<file path="src/rtl/param_register_file.sv">
// param_register_file
//   Parametrised datapath register file sitting between the writeback mux and
//   the ALU operand inputs. Two combinational read ports, one write port,
//   optional hardwired zero register, optional write-to-read bypass, a
//   per-register pending scoreboard for multi-cycle producers and a
//   sequential clear-sweep engine.
//
// Ports
//   clk, rst_n                  clock (posedge) / async active-low reset
//   RF_W_en, WriteAddress,
//   WriteData                   write port
//   ReadAddrA/B, DataOutputA/B  combinational read ports
//   Reserve_en, ReserveAddr     mark a register's result as outstanding
//   PendingA/B                  registered pending bit of each read address
//   Clear_req, Busy             start a clear sweep / sweep in progress
//
// FSM states
//   state | meaning
//   IDLE  | normal operation, writes and reserves accepted
//   SWEEP | clearing regs[counter] each cycle, writes/reserves dropped
module param_register_file #(
  parameter int DATA_W   = 16,
  parameter int ADDR_W   = 4,
  parameter int ZERO_REG = 0,
  parameter int BYPASS   = 1
) (
  input  logic              clk,
  input  logic              rst_n,
  input  logic              RF_W_en,
  input  logic [ADDR_W-1:0] WriteAddress,
  input  logic [DATA_W-1:0] WriteData,
  input  logic [ADDR_W-1:0] ReadAddrA,
  input  logic [ADDR_W-1:0] ReadAddrB,
  output logic [DATA_W-1:0] DataOutputA,
  output logic [DATA_W-1:0] DataOutputB,
  input  logic              Reserve_en,
  input  logic [ADDR_W-1:0] ReserveAddr,
  output logic              PendingA,
  output logic              PendingB,
  input  logic              Clear_req,
  output logic              Busy
);

  localparam int DEPTH = 1 << ADDR_W;

  typedef enum logic {
    IDLE  = 1'b0,
    SWEEP = 1'b1
  } state_t;

  state_t            state, state_next;
  logic [ADDR_W-1:0] counter, counter_next;
  logic [DATA_W-1:0] regs [DEPTH];
  logic [DEPTH-1:0]  pending;

  logic idle;
  logic wr_ok;
  logic rsv_ok;

  assign idle   = (state == IDLE);
  // Register 0 is read-only when hardwired to zero, so it can neither be
  // written nor reserved.
  assign wr_ok  = RF_W_en && idle && !((ZERO_REG != 0) && (WriteAddress == '0));
  assign rsv_ok = Reserve_en && idle && !((ZERO_REG != 0) && (ReserveAddr == '0));
  assign Busy   = (state == SWEEP);

  always_ff @(posedge clk or negedge rst_n) begin
    if (!rst_n) begin
      state   <= IDLE;
      counter <= '0;
    end else begin
      state   <= state_next;
      counter <= counter_next;
    end
  end

  // The counter wraps from DEPTH-1 to 0 on the same edge the FSM returns to
  // IDLE, so it is already zero for the next sweep.
  always_comb begin
    state_next   = state;
    counter_next = counter;
    case (state)
      IDLE: begin
        if (Clear_req) begin
          state_next   = SWEEP;
          counter_next = '0;
        end
      end
      SWEEP: begin
        counter_next = counter + 1'b1;
        if (counter == ADDR_W'(DEPTH - 1)) state_next = IDLE;
      end
      default: begin
        state_next   = IDLE;
        counter_next = '0;
      end
    endcase
  end

  always_ff @(posedge clk or negedge rst_n) begin
    if (!rst_n) begin
      for (int i = 0; i < DEPTH; i++) regs[i] <= '0;
    end else if (state == SWEEP) begin
      regs[counter] <= '0;
    end else if (wr_ok) begin
      regs[WriteAddress] <= WriteData;
    end
  end

  // Reserve is applied after the write clear so that a same-edge reserve and
  // write of one address leaves the register pending.
  always_ff @(posedge clk or negedge rst_n) begin
    if (!rst_n) begin
      pending <= '0;
    end else if (idle) begin
      if (Clear_req) begin
        pending <= '0;
      end else begin
        if (wr_ok)  pending[WriteAddress] <= 1'b0;
        if (rsv_ok) pending[ReserveAddr]  <= 1'b1;
      end
    end
  end

  always_comb begin
    DataOutputA = regs[ReadAddrA];
    if ((ZERO_REG != 0) && (ReadAddrA == '0)) DataOutputA = '0;
    if ((BYPASS != 0) && wr_ok && (ReadAddrA == WriteAddress)) DataOutputA = WriteData;
  end

  always_comb begin
    DataOutputB = regs[ReadAddrB];
    if ((ZERO_REG != 0) && (ReadAddrB == '0)) DataOutputB = '0;
    if ((BYPASS != 0) && wr_ok && (ReadAddrB == WriteAddress)) DataOutputB = WriteData;
  end

  assign PendingA = pending[ReadAddrA];
  assign PendingB = pending[ReadAddrB];

endmodule
</file>
<file path="config.mk">
export PLATFORM = sky130hd
export DESIGN_NAME = param_register_file
export DESIGN_NICKNAME = d
export VERILOG_FILES = /design/src/rtl/param_register_file.sv
export SDC_FILE = /design/constraint.sdc
export NUM_CORES = 1
export LEC_CHECK = 0
export CAP_MARGIN = 40
export CORE_MARGIN = 1.5
export CORE_UTILIZATION = 59
export CTS_CLUSTER_SIZE = 40
export DETAILED_ROUTE_END_ITERATION = 12
export PLACE_DENSITY = 0.76
export SYNTH_ARGS = -nofsm -noshare
export SYNTH_HDL_FRONTEND = slang
export SYNTH_SLANG_ARGS = --single-unit
</file>
<file path="constraint.sdc">
create_clock -name clk -period 7.6 [get_ports clk]
set_input_delay 2.28 -clock clk [delete_from_list [all_inputs] [get_ports clk]]
set_output_delay 2.28 -clock clk [all_outputs]
set_load 0.02 [all_outputs]
</file>
==> results of run 1 <==
report_power, final:
part | switching [mW] | internal (mW) | total, mW
logic | 0.739 | 0.718 | 1.46
registers | 0.274 | 1.77 | 2.05
clock network | 0.606 | 0.880 | 1.49
total | 1.62 | 3.37 | 4.99
worst reg2reg max path: cells and delay by family (launching register included):
kind	cells	cell delay [ps]
flip-flops	1	420
AND/OR/NAND/NOR	2	1460
buffers and inverters	2	650
AO/OA/AOI/OAI	2	560
Yosys cell counts (all sizes together), types with 2 or more instances:
| cell | n | share of area, % |
|---|---|---|
| a21oi | 42 | 1.4 |
| mux2 | 33 | 2.4 |
| nor3b | 3 | 0.18 |
| nand4bb | 2 | 0.15 |
| o21ai | 32 | 1.1 |
| mux4 | 138 | 20 |
| o21a | 4 | 0.20 |
| nor2 | 31 | 0.91 |
| buf | 79 | 2.5 |
| xor2 | 7 | 0.40 |
| and3 | 2 | 0.082 |
| inv | 7 | 0.17 |
| mux2i | 96 | 6.3 |
| a21o | 9 | 0.44 |
| clkbuf | 49 | 1.2 |
| nand3 | 4 | 0.13 |
| nand2 | 19 | 0.47 |
| ha | 4 | 0.33 |
| a22o | 243 | 14 |
| dfrtp | 277 | 46 |
| nor3 | 7 | 0.40 |
| xnor2 | 3 | 0.17 |
| nand2b | 2 | 0.082 |
| a2bb2oi | 4 | 0.23 |
| nor4bb | 2 | 0.13 |
placed cells by master (no fill, tap or decap), types with 3 or more instances in the layout:
cell type	n
clkbuf_16	29
inv_1	7
dfrtp_1	276
nand3_1	4
nor2_4	3
xor2_1	7
bufinv_16	3
nor3_1	3
nand2_1	19
clkinv_2	6
a21o_1	9
xnor2_1	3
buf_12	7
nor2_1	27
mux2_2	33
a21oi_1	40
buf_8	4
buf_2	4
nor3_2	3
a22o_1	243
mux4_2	138
ha_1	4
clkbuf_8	8
buf_4	46
o21ai_0	32
clkdlybuf4s50_1	64
mux2i_1	96
a2bb2oi_1	4
o21a_1	4
clkbuf_1	5
metrics by stage:
stage | worst slack (ps) | util [%] | instance area, sq um | hold slack, ps
finish | 519.3 | 68.47 | 17290 | 518.9
global route | 407.2 | 68.46 | 17290 | 530.8
CTS | 538.5 | 68.46 | 17290 | 517.8
detailed placement | 540.4 | 64.50 | 16290 | 498.8
global placement | 525.6 | 64.17 | 16210 | 492.9
floorplan | 1331 | - | 15200 | 477.2
state kept, by name (all words and copies together), names as in the netlist:
signal / count
regs: 256
pending: 16
counter: 4
Busy: 1
cell type report:
cell class                      instances  area (sq um)
Antenna cell                            1         2.502
Clock buffer                           42         854.6
Clock inverter                         12         143.9
Fill cell                            1754          7964
Inverter                                7         26.28
Multi-Input combinational cell        696          7689
Sequential cell                       277          6933
Tap cell                              330         412.9
Timing Repair Buffer                  127          1229
per-layer routing:
| metal | track usage, % | vias up | wire [microns] |
|---|---|---|---|
| li1 | - | 4486 | - |
| met2 | 53.39 | 781 | 21560 |
| met1 | 51.50 | 5930 | 18280 |
| met4 | 14.13 | 0 | 1667 |
| met3 | 6.298 | 117 | 4773 |
| met5 | 0 | - | 0 |
kinds of logic after synthesis:
kind of cell	synth area share, %
AO/OA/AOI/OAI	17.47
flip-flops	45.61
multiplexers	29.22
buffers and inverters	3.869
AND/OR/NAND/NOR	2.931
XOR/XNOR	0.5763
adder cells (fa/ha/maj)	0.3293
worst paths after layout:
check	endpoint	from
worst max-delay path	DataOutputA[12]	ReadAddrA[0]
worst min-delay path	regs[216]	regs[216]
worst max register to register	regs[188]	Busy
worst min register to register	regs[216]	regs[216]
max in group asynchronous	regs[163]	rst_n
min in group asynchronous	regs[146]	rst_n
==> impl_metrics.json, run 1 <==
{
  "achievable-frequency_mhz": 141.2,
  "cp_num_buf_inv": 3,
  "die_area_sq_um": 26730,
  "dp_cells": 1437,
  "pwr_density_cell_nw_per_um2": 288.6,
  "hp-class": "reg2reg",
  "route.vias.total": 11310,
  "worst_path_most_repeated_cell": "mux2i_1",
  "clk-insertion-delay-late_ps": 560,
  "drcViolationCount": 0,
  "avgViaCountPerCell": 7.583,
  "cts_setup_buffers": 0,
  "maxSlewViolCount": 0,
  "critPathKind": "in2out",
  "nets": 1179,
  "grt-ovfl-total": 0,
  "hold_viol": 0,
  "htree_levels": 1,
  "clkTransAtPathRegs_ps": 60,
  "clock-sinks": 277,
  "yosys_warnings": 0,
  "rr_worst_depth": 6,
  "gp_congestion": 0.9064,
  "syn-cell-area_sq_um": 15200,
  "grt_first_pass_wirelength_microns": 70150,
  "drive_gt1_share_pct": 25.50,
  "setup_tns_ps": 0,
  "holdPathStages": 1,
  "synth_edf_count": 0,
  "crit_slowest_cell": "mux4_2",
  "synth_ff_type": "dfrtp_1",
  "setup_viol": 0,
  "cp_num_cells": 7,
  "ys_seq_elements": 277,
  "die_h_microns": 163.5,
  "firstDrtPassIters": 8,
  "period_share_pct": 93.17,
  "cp.arrival_ps": 4800,
  "cts_resized": 0,
  "ys_async_sr_fraction_pct": 100.0,
  "cp.required_ps": 5320,
  "period_needed_ps": 7081,
  "portBuffers": 71,
  "grt_pass1_vias": 11250,
  "start_kind": "primary input",
  "avgSynthCellArea_sq_um": 13.72,
  "clockRootBuffer": "clkbuf_16",
  "rsz0062_at_grt": "no",
  "cts.path.max_buffers": 3,
  "cap_violations": 0,
  "instances_no_fill": 1492,
  "holdBufCountCts": 0,
  "global_route.usage.total_pct": 35.41,
  "grt_max_degree": 165,
  "drt-initial-drc-count": 1477,
  "dp_hpwl_microns": 28430,
  "cts_buffers": 29,
  "rrSetupSlack_ps": 4390,
  "core_sq_um": 25250,
  "crit_family": "multiplexers",
  "clock_skew_ps": 7.452,
  "leakagePower_nw": 7.695,
  "ir_drop_v": 0.0001994,
  "wl_microns": 46270,
  "synth_cell_types": 42,
  "total_power_mw": 4.990,
  "wire_per_inst_microns": 31.01,
  "maxSlewHeadroom_pct": 36.09,
  "die_w_microns": 163.5,
  "area_delta_synth_final_pct": 13.76,
  "tightest_slew_ps": 958.6,
  "status": "finished clean",
  "drtAntennaViolNets": 0,
  "synth_seq_area_share_pct": 45.61,
  "syn-num-nets": 1149,
  "boundaryPins": 72,
  "worst_path_largest_cell_delay_ps": 570,
  "crit_fanout": 51,
  "cts_tree": "built",
  "start_util_pct": 60.18,
  "endpoint_kind": "primary output",
  "cp_cell_sequence": "buf_4 -> buf_12 -> mux4_2 -> mux2i_1 -> mux2i_1 -> mux2_2 -> clkdlybuf4s50_1",
  "rows": 58,
  "synthCells": 1108,
  "antenna_found_initial": 0
}
Note: power is estimated with default switching activity, not from simulation.
==> inputs of run 2 (changes only) <==
--- a/config.mk
+++ b/config.mk
@@ -5,8 +5,8 @@
 export SDC_FILE = /design/constraint.sdc
 export NUM_CORES = 1
 export LEC_CHECK = 0
-export CAP_MARGIN = 40
-export CORE_MARGIN = 1.5
+export CAP_MARGIN = 10
+export CORE_MARGIN = 2
 export CORE_UTILIZATION = 59
 export CTS_CLUSTER_SIZE = 40
 export DETAILED_ROUTE_END_ITERATION = 12
==> impl_metrics.json, run 2 (same netlist as run 1, synthesis figures left out) <==
{
  "route.vias.total": 11130,
  "drcViolationCount": 0,
  "wire_per_inst_microns": 30.50,
  "pwr-share-comb_pct": 28.4,
  "largest_register_ffs": 256,
  "tightest_slew_ps": 1262,
  "drtAntennaViolNets": 0,
  "post_dp_cell_area_sq_um": 16190,
  "cts_buffers": 30,
  "achievable-frequency_mhz": 142.1,
  "boundaryPins": 72,
  "total_power_mw": 4.987,
  "avgViaCountPerCell": 7.528,
  "clock-sinks": 277,
  "die_area_sq_um": 27060,
  "pwr_density_cell_nw_per_um2": 289.7,
  "clkTransAtPathRegs_ps": 60,
  "die_w_microns": 164.5,
  "cap_violations": 0,
  "clk-insertion-delay-late_ps": 570,
  "cts_setup_buffers": 0,
  "setup_tns_ps": 0,
  "nets": 1168,
  "gp_congestion": 0.9061,
  "largest_register": "regs",
  "cts.path.max_buffers": 3,
  "largestRegisters": "regs x256, pending x16, counter x4",
  "drive_gt1_share_pct": 24.54,
  "clockRootBuffer": "clkbuf_16",
  "period_share_pct": 92.60,
  "firstDrtPassIters": 5,
  "wl_microns": 45110,
  "die_h_microns": 164.5,
  "final_cell_mix": "dfrtp_1 (276), a22o_1 (243), mux4_2 (138)",
  "dp_hpwl_microns": 27230,
  "intPower_mw": 3.392,
  "grt_pass1_vias": 11380,
  "fill_cells": 1787,
  "status": "finished clean",
  "global_route.usage.total_pct": 34.78,
  "antenna_found_initial": 0,
  "portBuffers": 71,
  "ir_drop_v": 0.0001908,
  "maxSlewHeadroom_pct": 15.87,
  "pwr-share-seq_pct": 40.9,
  "setup_viol": 0,
  "final_common_cell": "dfrtp_1",
  "hold_viol": 0,
  "crit_fanout": 26,
  "netSwitchingPower_mw": 1.595,
  "htree_levels": 1,
  "cts_tree": "built",
  "p_sw_share_pct": 31.98,
  "cts_resized": 0,
  "start_util_pct": 60.18,
  "start_kind": "primary input",
  "finalInstanceArea_sq_um": 17220,
  "grt_max_degree": 193,
  "hp-class": "reg2reg",
  "drt-initial-drc-count": 1351,
  "grt-ovfl-total": 0,
  "diodes": 0,
  "critPathKind": "in2out",
  "pwr-share-clk_pct": 30.6,
  "area_delta_synth_final_pct": 13.29,
  "holdBufCountCts": 0,
  "rows": 58,
  "rsz0062_at_grt": "no",
  "cp.arrival_ps": 4760,
  "grt_first_pass_wirelength_microns": 69900,
  "leakagePower_nw": 7.649,
  "cp.required_ps": 5320,
  "maxSlewViolCount": 0,
  "clock_skew_ps": 26.52,
  "endpoint_kind": "primary output",
  "core_sq_um": 25250,
  "period_needed_ps": 7037
}
## run 2: cell count changes in the layout (fill, tap and decap cells not counted)
cell / change
clkinvlp_4: -1
clkbuf_8: -4
clkbuf_1: +2
clkbuf_16: +2
bufinv_16: +1
diode_2: -1
buf_12: +2
buf_4: -9
buf_6: -2
buf_8: -3
## run 2: stage by stage
stage / worst slack [ps] / utilization, % / hold WS [ps] / cells
2_1_floorplan: 1331 / - / 477.2 / 1108
3_3_place_gp: 597.0 / 64.13 / 494.2 / 1425
3_5_place_dp: 578.0 / 64.13 / 497.8 / 1425
4_1_cts: 578.0 / 68.18 / 518.6 / 1479
5_1_grt: 451.6 / 68.18 / 530.3 / 1479
6_report: 562.6 / 68.18 / 519.4 / 1479
## run 2: area by class of cell
type / count / area, sq um / share of cell area, %
Inverter: 7 / 26.28 / 0.1526
Timing Repair Buffer: 115 / 1134 / 6.584
Tap cell: 330 / 412.9 / 2.398
Clock buffer: 42 / 857.1 / 4.978
Multi-Input combinational cell: 696 / 7689 / 44.66
Clock inverter: 12 / 166.4 / 0.9665
Sequential cell: 277 / 6933 / 40.27
## run 2: per-layer routing
metal | vias to the layer above | part of all wire [%] | GRT usage, %
met3 | 126 | 10 | 6.705
met2 | 729 | 47 | 54.03
met1 | 5804 | 39 | 49.83
met4 | 0 | 3.4 | 12.25
met5 | - | 0 | 0
li1 | 4475 | - | -
## run 2: critical path: stages
cell and delay [ps]:
buf_4 260, buf_12 280, mux4_2 530, mux2i_1 370, mux2i_1 180, mux2_2 300, clkdlybuf4s50_1 540
## run 2: worst paths after layout
| check | from | to | slack, ps | depth (start not counted) |
|---|---|---|---|---|
| min in group asynchronous | rst_n | regs[130] | 1720 | 1 |
| setup / recovery | ReadAddrA[0] | DataOutputA[13] | 560 | 7 |
| hold reg to reg | regs[71] | regs[71] | 520 | 1 |
| setup reg to reg | Busy | regs[252] | 4320 | 5 |
| hold / removal | regs[71] | regs[71] | 520 | 1 |
| max in group asynchronous | rst_n | regs[170] | 4340 | 2 |
## run 2: power groups by stage
stage	Sequential (mW)	Clock, mW	Combinational, mW
finish	2.04	1.53	1.42
global route	2.07	1.60	1.51
CTS	2.03	1.53	1.41
detailed placement	2.04	0	1.40
global placement	2.03	0	1.37
floorplan	1.95	0	0.995
